## config.mk

```make
export PLATFORM = sky130hd
export DESIGN_NAME = multiplier_controller
export DESIGN_NICKNAME = d
export VERILOG_FILES = /design/src/rtl/multiplier_controller.sv
export SDC_FILE = /design/constraint.sdc
export NUM_CORES = 1
export LEC_CHECK = 0
export CORE_AREA = 2 2 39 41
export DETAILED_ROUTE_END_ITERATION = 7
export DIE_AREA = 0 0 41 43
export PLACE_DENSITY = 0.52
export SYNTH_ARGS = -nofsm -noshare
export SYNTH_HDL_FRONTEND = slang
export SYNTH_SLANG_ARGS = --single-unit
```

## constraint.sdc

```tcl
create_clock -name clk -period 1.6 [get_ports clk]
set_input_delay 0.16 -clock clk [delete_from_list [all_inputs] [get_ports clk]]
set_output_delay 0.16 -clock clk [all_outputs]
set_load 0.05 [all_outputs]
```

## src/rtl/multiplier_controller.sv

```systemverilog
// Sequencing FSM for a shift-add sequential multiplier datapath, one multiplier bit per iteration, LSB first.
// Optional MULT_ZERO_SKIP_EN: a zero multiplier goes straight from the first CHECK to DONE.
module multiplier_controller #(
  parameter int WIDTH = 4,
  parameter int CNT_W = 2
) (
  input  logic             clk,
  input  logic             rst_n,
  input  logic             start,
  input  logic [WIDTH-1:0] mr,
  output logic             busy,
  output logic             done,
  output logic             mdld,
  output logic             mrld,
  output logic             rsclear,
  output logic             rsload,
  output logic             rsshr,
  output logic [2:0]       state_dbg
);

  typedef enum logic [2:0] {
    IDLE  = 3'd0,
    LOAD  = 3'd1,
    CHECK = 3'd2,
    ADD   = 3'd3,
    SHIFT = 3'd4,
    DONE  = 3'd5
  } state_t;

  state_t           state_q, state_d;
  logic [CNT_W-1:0] cnt_q, cnt_d;
  logic             last_bit;
  logic             zero_skip;

  assign last_bit = (cnt_q == CNT_W'(WIDTH - 1));

`ifdef MULT_ZERO_SKIP_EN
  assign zero_skip = (cnt_q == '0) && (mr == '0);
`else
  assign zero_skip = 1'b0;
`endif

  always_ff @(posedge clk or negedge rst_n) begin
    if (!rst_n) begin
      state_q <= IDLE;
      cnt_q   <= '0;
    end else begin
      state_q <= state_d;
      cnt_q   <= cnt_d;
    end
  end

  // Next state and counter. The datapath multiplier register is never shifted, so cnt selects the bit.
  always_comb begin
    state_d = state_q;
    cnt_d   = cnt_q;
    case (state_q)
      IDLE: begin
        if (start) state_d = LOAD;
      end
      LOAD: begin
        cnt_d   = '0;
        state_d = CHECK;
      end
      CHECK: begin
        if (zero_skip)      state_d = DONE;
        else if (mr[cnt_q]) state_d = ADD;
        else                state_d = SHIFT;
      end
      ADD: begin
        state_d = SHIFT;
      end
      SHIFT: begin
        if (last_bit) begin
          state_d = DONE;
        end else begin
          cnt_d   = cnt_q + CNT_W'(1);
          state_d = CHECK;
        end
      end
      DONE: begin
        state_d = IDLE;
      end
      default: begin
        state_d = IDLE;
      end
    endcase
  end

  // Moore outputs: decoded from the registered state only.
  always_comb begin
    busy    = 1'b0;
    done    = 1'b0;
    mdld    = 1'b0;
    mrld    = 1'b0;
    rsclear = 1'b0;
    rsload  = 1'b0;
    rsshr   = 1'b0;
    case (state_q)
      LOAD: begin
        busy    = 1'b1;
        mdld    = 1'b1;
        mrld    = 1'b1;
        rsclear = 1'b1;
      end
      CHECK: busy = 1'b1;
      ADD: begin
        busy   = 1'b1;
        rsload = 1'b1;
      end
      SHIFT: begin
        busy  = 1'b1;
        rsshr = 1'b1;
      end
      DONE: begin
        busy = 1'b1;
        done = 1'b1;
      end
      default: ;
    endcase
  end

  assign state_dbg = state_q;

endmodule

```

==> results.sh, run 1 <==
export IMPL_muxShareOfSynthArea=0.0706
export IMPL_utilization=0.440
export IMPL_ff2ff_setup_slack_ps=100
export IMPL_syn_area_um2=319
export IMPL_row_count=14
export IMPL_synth_warnings=0
export IMPL_die_y_um=43
export IMPL_avgViaCountPerCell=4.90
export IMPL_antenna_found_initial=0
export IMPL_timing_final_crit_share=0.969
export IMPL_status="complete, no violations"
export IMPL_hold_viol_final=0
export IMPL_vias=333
export IMPL_grt_pass1_vias=320
export IMPL_synth_compound_area_frac=0.161
export IMPL_cts_sinks=5
export IMPL_crit_slowest_cell="or3b_4"
export IMPL_final_seq_area_um2=129
export IMPL_cp_end_kind="output port"
export IMPL_ys_types=19
export IMPL_drc_errors=0
export IMPL_syn_area_per_cell_um2=9.97
export IMPL_port_buffers=16
export IMPL_path_clk_slew_ps=50
export IMPL_cts_path_max_buffers=2
export IMPL_synth_xor_area_frac=0
export IMPL_drive_above_1_share=0.500
export IMPL_rsz0062_at_grt="no"
export IMPL_nFillCells=135
export IMPL_hold_ws_ps=122
export IMPL_grtUsageTotal=0.123
export IMPL_drv_cap=0
export IMPL_critPathLaunchType="register"
export IMPL_ios=17
export IMPL_relSlewSlack=0.854
export IMPL_n_antenna_cell=0
export IMPL_skew_ps=5.35
export IMPL_slew_viol_final=0
export IMPL_wirelength_um=839
export IMPL_multi_input_area_um2=170
export IMPL_die_area_mm2=0.00176
export IMPL_crit_arrival_ps=1390
export IMPL_cts_tree="yes"
export IMPL_grt_pass1_wl_mm=1.39
export IMPL_synth_fa_ha_area_frac=0.0392
export IMPL_syn_nets=40
export IMPL_numCtsBuffers=3
export IMPL_cp_cell_sequence="or3b_4 -> clkinvlp_4 -> buf_12"
export IMPL_grt_remaining_overflow=0
export IMPL_fin_ws_ps=50.2
export IMPL_chipWidth_um=41
export IMPL_h_tree_depth=1
export IMPL_worstSetupPathType="register to output port"
export IMPL_ant_nets=0
export IMPL_hold_class="primary input to async pin"
export IMPL_grt_max_degree=10
export IMPL_core_region_area_mm2=0.00138
export IMPL_setup_viol=0
export IMPL_nets=61
export IMPL_synthCells=32
export IMPL_slowest_delay_ps=430
export IMPL_synth_top_family_by_area="simple AND/OR/NAND/NOR gates"
export IMPL_drt_iter0_markers=12
export IMPL_seq_area_frac_synth=0.392
export IMPL_setup_tns_ps=0
export IMPL_clk_insertion_delay_late_ps=250
export IMPL_worst_pin_slew_ps=215
export IMPL_synth_seq_cells=5
export IMPL_min_period_ps=1550
export IMPL_cts_root_buf="clkbuf_4"
export IMPL_gp_congestion=0.749
export IMPL_drt_wirelength_per_cell_um=12.3
export IMPL_worstPathRequired_ps=1440
export IMPL_dp_hpwl_um=602
export IMPL_first_pass_iters=4
export IMPL_area_growth_pct=91.0
export IMPL_max_freq_mhz=645
export IMPL_post_place_ws_ps=113
export IMPL_initial_core_util=0.231
export IMPL_critPathMaxFanout=4
export IMPL_synthSimpleGateAreaFrac=0.208
[final cells by class]
cell class              count  area share
repair buffers             19       0.402
multi-input cells          20       0.279
flip-flops and latches      5       0.211
clock buffers               4      0.0431
well taps                  16      0.0329
inverters                   4      0.0308
[through the flow]
step / std cells / cell area (um^2)
final: 68 / 609
after global routing: 68 / 609
after CTS: 68 / 609
after detailed placement: 61 / 561
after global placement: 61 / 561
after floorplan: 32 / 359
[state kept, by name, indices dropped and copies added, names as in the netlist]
name and count:
state_dbg 3, cnt_q 2
[kinds of logic (layout without fill, tap and decap cells)]
kind of cell | Yosys count | count (layout)
flip-flops | 5 | 5
AO/OA/AOI/OAI | 8 | 8
adder cells (fa/ha/maj) | 1 | 1
AND/OR/NAND/NOR | 10 | 10
multiplexers | 1 | 1
buffers and inverters | 7 | 27
[timing repair]
item / in CTS / in global routing
hold endpoints to repair: 0 / 0
setup endpoints to repair: 3 / 0
setup buffers: 3 / 0
gates resized for setup: 0 / 0
hold buffers: 0 / 0
[critical path: cells and delay by family, from the launching register on]
family / cells / cell delay (ps)
DFF: 1 / 400
buffers and inverters: 2 / 310
and+or+nand+nor: 1 / 430
[cells in the mapped netlist]
| cell | n | share of area |
|---|---|---|
| a211oi_1 | 1 | 0.024 |
| a21oi_1 | 3 | 0.047 |
| a32o_1 | 1 | 0.031 |
| and3_1 | 1 | 0.020 |
| and3_2 | 1 | 0.024 |
| buf_4 | 2 | 0.047 |
| buf_6 | 1 | 0.035 |
| dfrtp_1 | 5 | 0.39 |
| ha_1 | 1 | 0.039 |
| inv_1 | 4 | 0.047 |
| mux4_2 | 1 | 0.071 |
| nand2_1 | 1 | 0.012 |
| nand2b_1 | 1 | 0.020 |
| nand3_1 | 2 | 0.031 |
| nor3_1 | 2 | 0.031 |
| o21ai_1 | 2 | 0.031 |
| o311ai_1 | 1 | 0.027 |
| or3b_2 | 1 | 0.027 |
| or4b_4 | 1 | 0.043 |
[layout by cell type (no fill, tap or decap)]
master	synthesis	routed
nand2b_1	1	1
ha_1	1	1
or4b_4	1	1
and3_1	1	1
clkbuf_1	0	1
nand3_1	2	2
o311ai_1	1	1
clkbuf_4	0	3
and3_2	1	1
dfrtp_2	0	3
buf_4	2	6
mux4_2	1	1
a32o_1	1	1
a21oi_1	3	2
nor3_4	0	1
nand2_1	1	1
a21oi_2	0	1
buf_12	0	7
o21ai_1	2	2
a211oi_1	1	1
dfrtp_1	5	2
nor3_1	2	1
clkinvlp_4	0	1
or3b_4	0	1
inv_1	4	3
clkdlybuf4s50_1	0	6
[worst paths after layout]
| check | from | to | cells past startpoint |
|---|---|---|---|
| setup reg to reg | cnt_q[0] | cnt_q[0] | 4 |
| min in group clk | cnt_q[0] | cnt_q[0] | 1 |
| hold / removal | rst_n | state_dbg[0] | 1 |
| hold reg to reg | cnt_q[0] | cnt_q[0] | 1 |
| setup / recovery | state_dbg[2] | mdld | 3 |
| max in group asynchronous | rst_n | state_dbg[1] | 1 |
[layer usage]
| layer | up-vias | global-route usage | share of wire |
|---|---|---|---|
| met1 | 155 | 0.121 | 0.38 |
| met2 | 18 | 0.184 | 0.47 |
| met3 | 4 | 0.0733 | 0.12 |
| met4 | 0 | 0.0800 | 0.025 |
| met5 | - | 0 | 0 |
| li1 | 156 | - | - |
Power of run 1 is not shown: default switching activity piles up to over one toggle a cycle in this logic, so the estimate is an artifact.
==> run 2, diff against run 1 <==
--- a/config.mk
+++ b/config.mk
@@ -9,6 +9,7 @@
 export DETAILED_ROUTE_END_ITERATION = 7
 export DIE_AREA = 0 0 41 43
 export PLACE_DENSITY = 0.52
+export RECOVER_POWER = 100
 export SYNTH_ARGS = -nofsm -noshare
 export SYNTH_HDL_FRONTEND = slang
 export SYNTH_SLANG_ARGS = --single-unit
==> results.sh, run 2 (same netlist as run 1, synthesis figures left out) <==
export IMPL_status="complete, no violations"
export IMPL_drt_wirelength_per_cell_um=12.5
export IMPL_ff2ff_setup_slack_ps=90
export IMPL_grt_max_degree=10
export IMPL_setup_viol=0
export IMPL_h_tree_depth=1
export IMPL_min_period_ps=1550
export IMPL_endpoint="mdld"
export IMPL_hold_ws_ps=192
export IMPL_cts_tree="yes"
export IMPL_dp_hpwl_um=602
export IMPL_drc_errors=0
export IMPL_cts_root_buf="clkbuf_4"
export IMPL_ios=17
export IMPL_cp_num_cells=3
export IMPL_drv_cap=0
export IMPL_cp_cell_sequence="or3b_4 -> clkinvlp_4 -> buf_12"
export IMPL_cts_sinks=5
export IMPL_avgViaCountPerCell=4.91
export IMPL_largest_reg_flops=3
export IMPL_die_y_um=43
export IMPL_ctsResizeCount=0
export IMPL_crit_arrival_ps=1390
export IMPL_worstPathRequired_ps=1440
export IMPL_die_area_mm2=0.00176
export IMPL_core_region_area_mm2=0.00138
export IMPL_crit_family="simple AND/OR/NAND/NOR gates"
export IMPL_n_antenna_cell=0
export IMPL_hold_class="primary input to async pin"
export IMPL_clk_insertion_delay_late_ps=250
export IMPL_chipWidth_um=41
export IMPL_area_growth_pct=78.0
export IMPL_worst_pin_slew_ps=291
export IMPL_postCtsHoldBufs=0
export IMPL_slowest_delay_ps=430
export IMPL_utilization=0.410
export IMPL_row_count=14
export IMPL_path_clk_slew_ps=50
export IMPL_skew_ps=5.36
export IMPL_crit_slowest_cell="or3b_4"
export IMPL_fin_ws_ps=50.1
export IMPL_reg2reg_depth=4
export IMPL_drt_iter0_markers=12
export IMPL_antenna_found_initial=0
export IMPL_cp_end_kind="output port"
export IMPL_max_freq_mhz=645
export IMPL_critPathLaunchType="register"
export IMPL_hold_viol_final=0
export IMPL_grt_pass1_vias=320
export IMPL_vias=334
export IMPL_gp_congestion=0.749
export IMPL_setup_tns_ps=0
export IMPL_first_pass_iters=4
export IMPL_critPathMaxFanout=4
export IMPL_reg2reg_to="cnt_q[0]"
export IMPL_cts_path_max_buffers=2
export IMPL_crit_buf_inv=2
export IMPL_grt_pass1_wl_mm=1.39
export IMPL_numCtsBuffers=3
export IMPL_relSlewSlack=0.805
export IMPL_initial_core_util=0.231
export IMPL_worstSetupPathType="register to output port"
export IMPL_port_buffers=16
export IMPL_ant_nets=0
export IMPL_slew_viol_final=0
export IMPL_drive_above_1_share=0.500
export IMPL_timing_final_crit_share=0.969
export IMPL_rsz0062_at_grt="no"
export IMPL_nets=61
export IMPL_grtUsageTotal=0.123
export IMPL_rr_startpoint="cnt_q[0]"
export IMPL_nFillCells=141
export IMPL_post_place_ws_ps=113
export IMPL_final_cell_mix="clkdlybuf4s50_1, buf_12, clkbuf_4"
export IMPL_grt_remaining_overflow=0
export IMPL_crit_start="state_dbg[2]"
export IMPL_wirelength_um=848
==> run 2: how the worst min path moves through the flow <==
stage / startpoint / end / slack, ps / depth (start not counted)
after floorplan: rst_n / cnt_q[0] / -140 / 0
after global placement: rst_n / cnt_q[1] / 390 / 1
after detailed placement: rst_n / cnt_q[0] / 390 / 1
after CTS: rst_n / state_dbg[0] / 120 / 1
after global routing: rst_n / cnt_q[0] / 220 / 1
final: rst_n / state_dbg[0] / 190 / 1
==> run 2: worst reg2reg max path, cell delays in order (launching register included) <==
cell     delay, ps
dfrtp_1        410
ha_1           260
or4b_4         520
nand3_1        100
o21ai_0         90
==> run 2: routing by layer <==
layer	vias up	track usage	wire, um
met5	-	0	0
met4	0	0.0800	21
met3	4	0.0733	111
met2	18	0.184	394
met1	156	0.121	320
li1	156	-	-
==> run 2: through the flow <==
stage / area (um^2) / std cells
2_1_floorplan: 359 / 32
3_3_place_gp: 561 / 61
3_5_place_dp: 561 / 61
4_1_cts: 609 / 68
5_1_grt: 568 / 68
6_report: 568 / 68
==> run 2: what timing repair did <==
item / CTS / global route
endpoints found under the hold margin: 0 / 0
buffers inserted: 3 / 0
setup endpoints to repair: 3 / 0
==> run 2: cell type report <==
type / count / area, um^2 / share of cell area
flip-flops and latches: 5 / 129 / 0.227
well taps: 16 / 20.0 / 0.0352
inverters: 4 / 18.8 / 0.0330
multi-input cells: 20 / 164 / 0.289
clock buffers: 4 / 26.3 / 0.0463
repair buffers: 19 / 210 / 0.370
Power of run 2 is left out for the same reason.
==> run 3, diff against run 2 <==
--- a/config.mk
+++ b/config.mk
@@ -9,7 +9,6 @@
 export DETAILED_ROUTE_END_ITERATION = 7
 export DIE_AREA = 0 0 41 43
 export PLACE_DENSITY = 0.52
-export RECOVER_POWER = 100
 export SYNTH_ARGS = -nofsm -noshare
 export SYNTH_HDL_FRONTEND = slang
 export SYNTH_SLANG_ARGS = --single-unit
==> results of run 3 <==
Same layout as run 1: the final DEF is identical, and so are final timing and power.
Power of run 3 is left out for the same reason.
